==> src/rtl/gpio_in_conditioner.sv <==
// GPIO receive conditioning: per-bit synchronizer, hold-counter debounce, edge pulses, sticky W1C IRQ status.
// Optional GPIO_IN_RUNTIME_BYPASS_EN adds i_bypass to skip debounce on selected bits.
module gpio_in_conditioner #(
    parameter int unsigned WIDTH           = 32,
    parameter int unsigned SYNC_STAGES     = 2,
    parameter int unsigned DEBOUNCE_CYCLES = 16,
    parameter logic        INIT_VAL        = 1'b0
) (
    input  logic             clk,
    input  logic             reset,
    input  logic [WIDTH-1:0] i_pad_c,
`ifdef GPIO_IN_RUNTIME_BYPASS_EN
    input  logic [WIDTH-1:0] i_bypass,
`endif
    output logic [WIDTH-1:0] o_gpio_in,
    output logic [WIDTH-1:0] o_rise,
    output logic [WIDTH-1:0] o_fall,
    input  logic [WIDTH-1:0] i_rise_en,
    input  logic [WIDTH-1:0] i_fall_en,
    input  logic [WIDTH-1:0] i_irq_clear,
    output logic [WIDTH-1:0] o_irq_status,
    output logic             o_irq
);

    localparam int unsigned      CNT_W    = $clog2(DEBOUNCE_CYCLES + 1);
    localparam logic [CNT_W-1:0] CNT_LAST = CNT_W'(DEBOUNCE_CYCLES - 1);

    logic [WIDTH-1:0] sync_r [SYNC_STAGES];
    logic [WIDTH-1:0] sync_q;
    logic [CNT_W-1:0] cnt_r   [WIDTH];
    logic [CNT_W-1:0] cnt_nxt [WIDTH];
    logic [WIDTH-1:0] bypass;
    logic [WIDTH-1:0] flip;
    logic [WIDTH-1:0] stable_nxt;
    logic [WIDTH-1:0] set_status;
    logic [WIDTH-1:0] status_nxt;

`ifdef GPIO_IN_RUNTIME_BYPASS_EN
    assign bypass = i_bypass;
`else
    assign bypass = '0;
`endif

    assign sync_q = sync_r[SYNC_STAGES-1];

    // Synchronizer chain for the asynchronous pad values
    always_ff @(posedge clk) begin
        if (reset) begin
            for (int s = 0; s < int'(SYNC_STAGES); s++) begin
                sync_r[s] <= {WIDTH{INIT_VAL}};
            end
        end else begin
            sync_r[0] <= i_pad_c;
            for (int s = 1; s < int'(SYNC_STAGES); s++) begin
                sync_r[s] <= sync_r[s-1];
            end
        end
    end

    // Debounce decision: flip the stable level after DEBOUNCE_CYCLES consecutive mismatches
    always_comb begin
        flip = '0;
        for (int b = 0; b < int'(WIDTH); b++) begin
            cnt_nxt[b] = '0;
            if (sync_q[b] != o_gpio_in[b]) begin
                if (bypass[b] || (cnt_r[b] == CNT_LAST)) begin
                    flip[b] = 1'b1;
                end else begin
                    cnt_nxt[b] = cnt_r[b] + CNT_W'(1);
                end
            end
        end
        stable_nxt = o_gpio_in ^ flip;
    end

    always_ff @(posedge clk) begin
        if (reset) begin
            for (int b = 0; b < int'(WIDTH); b++) begin
                cnt_r[b] <= '0;
            end
        end else begin
            for (int b = 0; b < int'(WIDTH); b++) begin
                cnt_r[b] <= cnt_nxt[b];
            end
        end
    end

    // Stable level and edge pulses share a register stage so pulses align with the new level
    always_ff @(posedge clk) begin
        if (reset) begin
            o_gpio_in <= {WIDTH{INIT_VAL}};
            o_rise    <= '0;
            o_fall    <= '0;
        end else begin
            o_gpio_in <= stable_nxt;
            o_rise    <= flip & sync_q;
            o_fall    <= flip & ~sync_q;
        end
    end

    // Sticky status: a set in the same cycle as a clear takes priority
    always_comb begin
        set_status = (o_rise & i_rise_en) | (o_fall & i_fall_en);
        status_nxt = (o_irq_status & ~i_irq_clear) | set_status;
    end

    always_ff @(posedge clk) begin
        if (reset) begin
            o_irq_status <= '0;
        end else begin
            o_irq_status <= status_nxt;
        end
    end

    assign o_irq = |o_irq_status;

endmodule
==> config.mk <==
export PLATFORM = sky130hd
export DESIGN_NAME = gpio_in_conditioner
export DESIGN_NICKNAME = d
export VERILOG_FILES = /design/src/rtl/gpio_in_conditioner.sv
export SDC_FILE = /design/constraint.sdc
export NUM_CORES = 1
export LEC_CHECK = 0
export CAP_MARGIN = 40
export CORE_MARGIN = 2
export CORE_UTILIZATION = 51
export DETAILED_ROUTE_END_ITERATION = 12
export PLACE_DENSITY = 0.8
export SLEW_MARGIN = 20
export SYNTH_ARGS = -nofsm -noshare
export SYNTH_HDL_FRONTEND = slang
export SYNTH_SLANG_ARGS = --single-unit
==> constraint.sdc <==
create_clock -name clk -period 3.6 [get_ports clk]
set_clock_uncertainty 0.15 [all_clocks]
set_input_delay 0.36 -clock clk [delete_from_list [all_inputs] [get_ports clk]]
set_output_delay 0.36 -clock clk [all_outputs]
set_load 0.005 [all_outputs]
==> results of run 1 <==
-- cell families (layout without fill, tap and decap cells) --
kind of cell             count (synthesis)  in the layout  synth area share (%)
AND/OR/NAND/NOR                        459            459                  21.4
flip-flops                             352            352                  56.4
buffers and inverters                  120            419                  3.97
XOR/XNOR                                96             96                  6.73
adder cells (fa/ha/maj)                 64             64                  6.41
AO/OA/AOI/OAI                           32             32                  2.56
multiplexers                            32             32                  2.56
-- worst max-delay path by stage --
stage                                 from                 endpoint  slack (ps)
3_5_place_dp   o_irq_status[11]$_SDFF_PP0_                    o_irq        1120
6_report       o_irq_status[21]$_SDFF_PP0_                    o_irq         620
3_3_place_gp    o_irq_status[3]$_SDFF_PP0_                    o_irq        1190
2_1_floorplan      cnt_r[0][10]$_SDFF_PP0_  cnt_r[0][12]$_SDFF_PP0_        1980
5_1_grt        o_irq_status[21]$_SDFF_PP0_                    o_irq         500
4_1_cts        o_irq_status[21]$_SDFF_PP0_                    o_irq         570
-- flip-flops by register name (all words and copies together) (netlist names), named ones only --
name          count
cnt_r           160
o_fall           32
o_irq_status     32
o_rise           32
sync_r           64
-- metal layers --
layer,up-vias,wire length [um]
li1,4436,-
met3,36,1440
met2,194,11700
met5,-,0
met1,4006,10000
met4,0,493
-- power groups by stage --
stage | Combinational [mW] | Sequential (mW) | Clock, mW
after global routing | 0.295 | 3.97 | 3.89
after global placement | 0.268 | 4.05 | 0
after floorplan | 0.114 | 4.05 | 0
after detailed placement | 0.269 | 4.05 | 0
final | 0.269 | 3.97 | 3.64
after CTS | 0.273 | 3.97 | 3.72
-- critical path, stage by stage, from the launching register on --
cell and delay, ps:
dfxtp_1 320, nor4_1 670, nand4_1 190, or2_2 310
clkdlybuf4s50_1 470
-- area by class of cell --
| class | count | area, um^2 | share of cell area [%] |
|---|---|---|---|
| clock buffers | 51 | 1070 | 6.45 |
| clock inverters | 11 | 108 | 0.649 |
| inverters | 96 | 360 | 2.17 |
| multi-input cells | 683 | 4950 | 29.9 |
| flip-flops and latches | 352 | 7050 | 42.5 |
| well taps | 324 | 405 | 2.45 |
| repair buffers | 261 | 2630 | 15.9 |
-- per-stage QoR --
stage	util [%]	hold slack, ps	power [mW]	area, um^2
2_1_floorplan	-	264	4.16	12500
3_3_place_gp	63.7	267	4.32	15400
3_5_place_dp	63.7	274	4.32	15400
4_1_cts	68.6	226	7.96	16600
5_1_grt	68.6	247	8.16	16600
6_report	68.6	188	7.88	16600
-- synth_stat cells (32+ instances only) --
library cell / count
a222oi_1: 32
mux2i_1: 32
xor2_1: 32
dfxtp_1: 352
and3_1: 32
nand3_1: 32
or3_4: 32
xnor2_1: 64
nor2b_1: 64
nor4bb_1: 64
ha_1: 64
inv_1: 96
nor2_1: 224
==> impl_results.md, run 1 <==
- Leak: a little over 6 nW
- Worst EP required: around 3100 ps
- Clock Latency Late Sink: ~500 ps
- Worst vdd ir: about 380 uV
- Worst-margin pin slew: between 700 and 800 ps
- Min-delay worst type: primary input to flip-flop
- Synth top area share: between 50% and 60%
- Post-route minimum period: slightly below 3000 ps
- Max FO, Critical Path: 3
- Combinational share of power: 3.4%
- Clk pin slew, worst setup/hold paths: about 60 ps
- Async SR Flop Fraction: 0%
- Number of buffers added on ports: 258
- Slew margin rel.: 47.6%
- Worst reg2reg startpoint: cnt_r[0][75]$_SDFF_PP0_
- Die Span X: around 160 um
- Top FF cell, synth: dfxtp_1
- # setup viols final: 0
- Synthesized instance count: 1155
- Ys Warns: 0
- Fillcell total: roughly 1800
- Kind of end point of the critical path: output port
- Setup slack after layout: 623 ps
- Post-DP HPWL: ~16000 um
- Pin count of the biggest net entering global routing: approximately 100
- Total CTS buffers: 36
- Core area: about 24000 um^2
- Status: finished clean
- CTS Sinks: about 350
- ANT cells: 0
- Max Cap Viol: 0
- Setup TNS: 0 ps
- Flop and latch count out of synthesis: 352
- Post-synthesis sequential area ratio: a little under three fifths
- Sequential share of power: between 50% and 60%
- Drc violations: 0
- Gr usage total: between 10% and 20%
- Routing usage on met3: between 4 and 5%
- Mapped Area: around 12000 um^2
- Die height: ~160 um
- Met2 GRT Util: between 30 and 40%
- CTS H-tree depth: 2
- Clock Tree Root: clkbuf_16
- Total power per unit cell area: approximately 480 nW/um^2
- Internal power: between 6 and 7 mW
- Most frequent cells in the layout: dfxtp_1 (352), clkdlybuf4s50_1 (257), nor2_1 (224)
- Setup crit start kind: flip-flop
- GR peak layer: met2
- Final-report hold violation count: 0
- Hold_sp: reset
- Total I/O pin count: 259
- CTS max path bufs: 3
- Initial antenna violation count: 0
- Via count: 8672
- Placed instance count: around 1700
- First drt pass iteration count: 6
- Share of layout cells above drive strength 1: under 10%
- RSZ-0062 raised after global routing: no
- Pre-CTS WS: between 1000 and 1500 ps
- Clk pwr share: ~46%
- Post-CTS Setup Bufs: 0
- DR iter-0 viols: 280
- Via/cell ratio: 4.88
- FP Rows: between 50 and 60
- Unique cell type count in the Yosys netlist: 20
- Gr ovfl total: 0
- Max-slew violation count: 0
- Gpl congestion: between 0.7 and 0.8
- Tcrit/Tclk final: 82.7%
- Data arrival time of the worst path: 2470 ps
- Sw frac: 19.8%
- R2R Setup Slk: 1830 ps
- Antenna-violating nets left: 0
- Synth-to-Final Area Change: 32.6%
- CTS tree: built
- WHS Endpoint: sync_r[0][23]$_SDFF_PP0_
- First-pass GRT wire length: 39500 um
- Yosys top cell by area: dfxtp_1
- EDFF count, synth: 0
- CTS hold repair buffers: 0
- Hold path cells: 2
- Syn_nets: between 1000 and 1500
- Non-Filler Instances: roughly 1800
- Reg-to-Reg End: cnt_r[0][78]$_SDFF_PP0_
- Worst Reg2Reg Path Length in Cells: 5
- PostCTS Resize Cnt: 0
- Final WL: between 20000 and 25000 um
- Commonest non-fill, non-tap cell in the layout: dfxtp_1
- Fin nets: 1624
- Initial core utilization: approximately 52%
- Avg Inst Size Synth: ~11 um^2
- Fmax: around 340 MHz
- Critical path class: flip-flop to output port
- Sw Pwr: roughly 1.6 mW
- Die area: about 26000 um^2
- Ranking of synthesized cells by area: dfxtp_1 (56%), nor2_1 (6.7%), ha_1 (6.4%), nor4bb_1 (5.1%), xnor2_1 (4.5%)
- Wire length per cell: between 10 and 15 um
- Met1 Use GR: 20.9%
- Number of global-route vias before repair: between 8000 and 9000
Note: power is estimated with default switching activity, not from simulation.
==> run 2: changes to the inputs <==
==> constraint.sdc (replaced) <==
create_clock -name clk -period 3.1 [get_ports clk]
set_clock_uncertainty 0.15 [all_clocks]
set_input_delay 0.31 -clock clk [delete_from_list [all_inputs] [get_ports clk]]
set_output_delay 0.31 -clock clk [all_outputs]
set_load 0.005 [all_outputs]
==> run 2 against run 1 <==
Die area unchanged. Global-route usage about the same. Largest cell class unchanged. Largest power group unchanged. Non-clock buffer count up 3.
==> impl_results.md, run 2 (same netlist as run 1, synthesis figures left out) <==
- Status: finished clean
- Setup slack after layout: 303 ps
- Largest register FFs: between 150 and 200
- Drc violations: 0
- Post-CTS Setup Bufs: 0
- Setup TNS: 0 ps
- Worst vdd ir: between 400 and 500 uV
- Fillcell total: between 1500 and 2000
- Clock Tree Root: clkbuf_16
- PostCTS Resize Cnt: 0
- Gpl congestion: about 0.77
- Min Hold Slack: approximately 130 ps
- Fmax: 357 MHz
- Most frequent cells in the layout: dfxtp_1 (352), clkdlybuf4s50_1 (257), nor2_1 (224)
- Final-report hold violation count: 0
- Max-slew violation count: 0
- Pre-CTS WS: 753 ps
- Top Layer Used: met5
- Critical path class: flip-flop to output port
- Non-Filler Instances: 1775
- RSZ-0062 raised after global routing: no
- Largest regs: cnt_r (160), sync_r (64)
- Max FO, Critical Path: 3
- Gr usage total: about 18%
- Final WL: 23400 um
- CTS max path bufs: 3
- Leak: ~6.2 nW
- Post-DP HPWL: ~17000 um
- Clk pin slew, worst setup/hold paths: approximately 60 ps
- Tcrit/Tclk final: ~90%
- Initial antenna violation count: 1
- Worst EP required: around 2600 ps
- Tot Pwr: around 8.9 mW
- CTS hold repair buffers: 0
- CTS H-tree depth: 2
- Post-route minimum period: 2800 ps
- DR iter-0 viols: 346
- Min-delay worst type: primary input to flip-flop
- Slew margin rel.: a little under three fifths
- ANT cells: 0
- Synth-to-Final Area Change: 32.0%
- Core area: approximately 24000 um^2
- Kind of end point of the critical path: output port
- Share of layout cells above drive strength 1: 5.79%
- Die Span X: between 150 and 200 um
- Data arrival time of the worst path: roughly 2300 ps
- Total I/O pin count: between 200 and 300
- Wl on met1: between 9000 and 10000 um
- # setup viols final: 0
- WL met2: 11700 um
- Gr ovfl total: 0
- Max Cap Viol: 0
- Placed instance count: approximately 1700
- Antenna-violating nets left: 0
- Register bank with the most flops: cnt_r
- First drt pass iteration count: 4
- Pin count of the biggest net entering global routing: 85
- Commonest non-fill, non-tap cell in the layout: dfxtp_1
- Clock Latency Late Sink: ~500 ps
- CTS Sinks: between 300 and 400
- Via count: between 8000 and 9000
- R2R Setup Slk: between 1000 and 1500 ps
- FP Rows: 57
- Setup crit start kind: flip-flop
- Die area: 25800 um^2
- Total power per unit cell area: 541 nW/um^2
- Wire length per cell: about 13 um
- Die height: roughly 160 um
- Via/cell ratio: a little under 5
- Routed met3 length: 1360 um
- Total CTS buffers: 37
- Number of global-route vias before repair: about 8600
- CTS tree: built
- Fin nets: 1628
- Number of buffers added on ports: between 200 and 300
- First-pass GRT wire length: 39200 um
- Initial core utilization: roughly half
- Worst-margin pin slew: 639 ps
==> run 2: cell count changes in the layout (fill, tap and decap cells not counted) <==
cell,before,now
clkbuf_1,5,12
clkbuf_8,9,3
clkinv_2,8,2
buf_4,1,4
clkinvlp_4,1,0
==> run 2: final cells by class <==
type	count	area, um^2	area share (%)
inverter	96	360	2.18
clock buffer	52	1010	6.13
sequential	352	7050	42.7
timing repair buffer	264	2650	16.1
multi-input combinational	683	4950	30.0
tap	324	405	2.46
clock inverter	4	70.1	0.425
==> run 2: where the power goes <==
part	internal, mW	switching (mW)	total [mW]
clock	2.41	1.59	4.00
combinational	0.206	0.108	0.315
sequential	4.58	0.0319	4.61
==> run 2: path summary, 6_finish.rpt <==
kind / cells past startpoint / startpoint / endpoint
min reg2reg: 1 / sync_r[0][10]$_SDFF_PP0_ / sync_r[0][42]$_SDFF_PP0_
max: 4 / o_irq_status[11]$_SDFF_PP0_ / o_irq
min: 2 / reset / flip-flop
max reg2reg: 5 / cnt_r[1][70]$_SDFF_PP0_ / cnt_r[1][72]$_SDFF_PP0_
==> run 2: metal layers <==
metal | global-route usage [%] | up-vias
li1 | - | 4431
met1 | 21.1 | 4005
met2 | 32.7 | 185
met3 | 4.80 | 46
met4 | 5.41 | 2
met5 | 0 | -
==> run 2: worst max-delay path, stage by stage, from the launching register on <==
cell and delay, ps:
dfxtp_1 330, nor4_1 440, nand4_1 270, or2_2 350
clkdlybuf4s50_1 460
==> run 2: metrics by stage <==
stage	instance area (um^2)	util (%)
floorplan	12500	-
global placement	15400	63.8
detailed placement	15400	63.8
CTS	16500	68.3
global route	16500	68.3
finish	16500	68.3
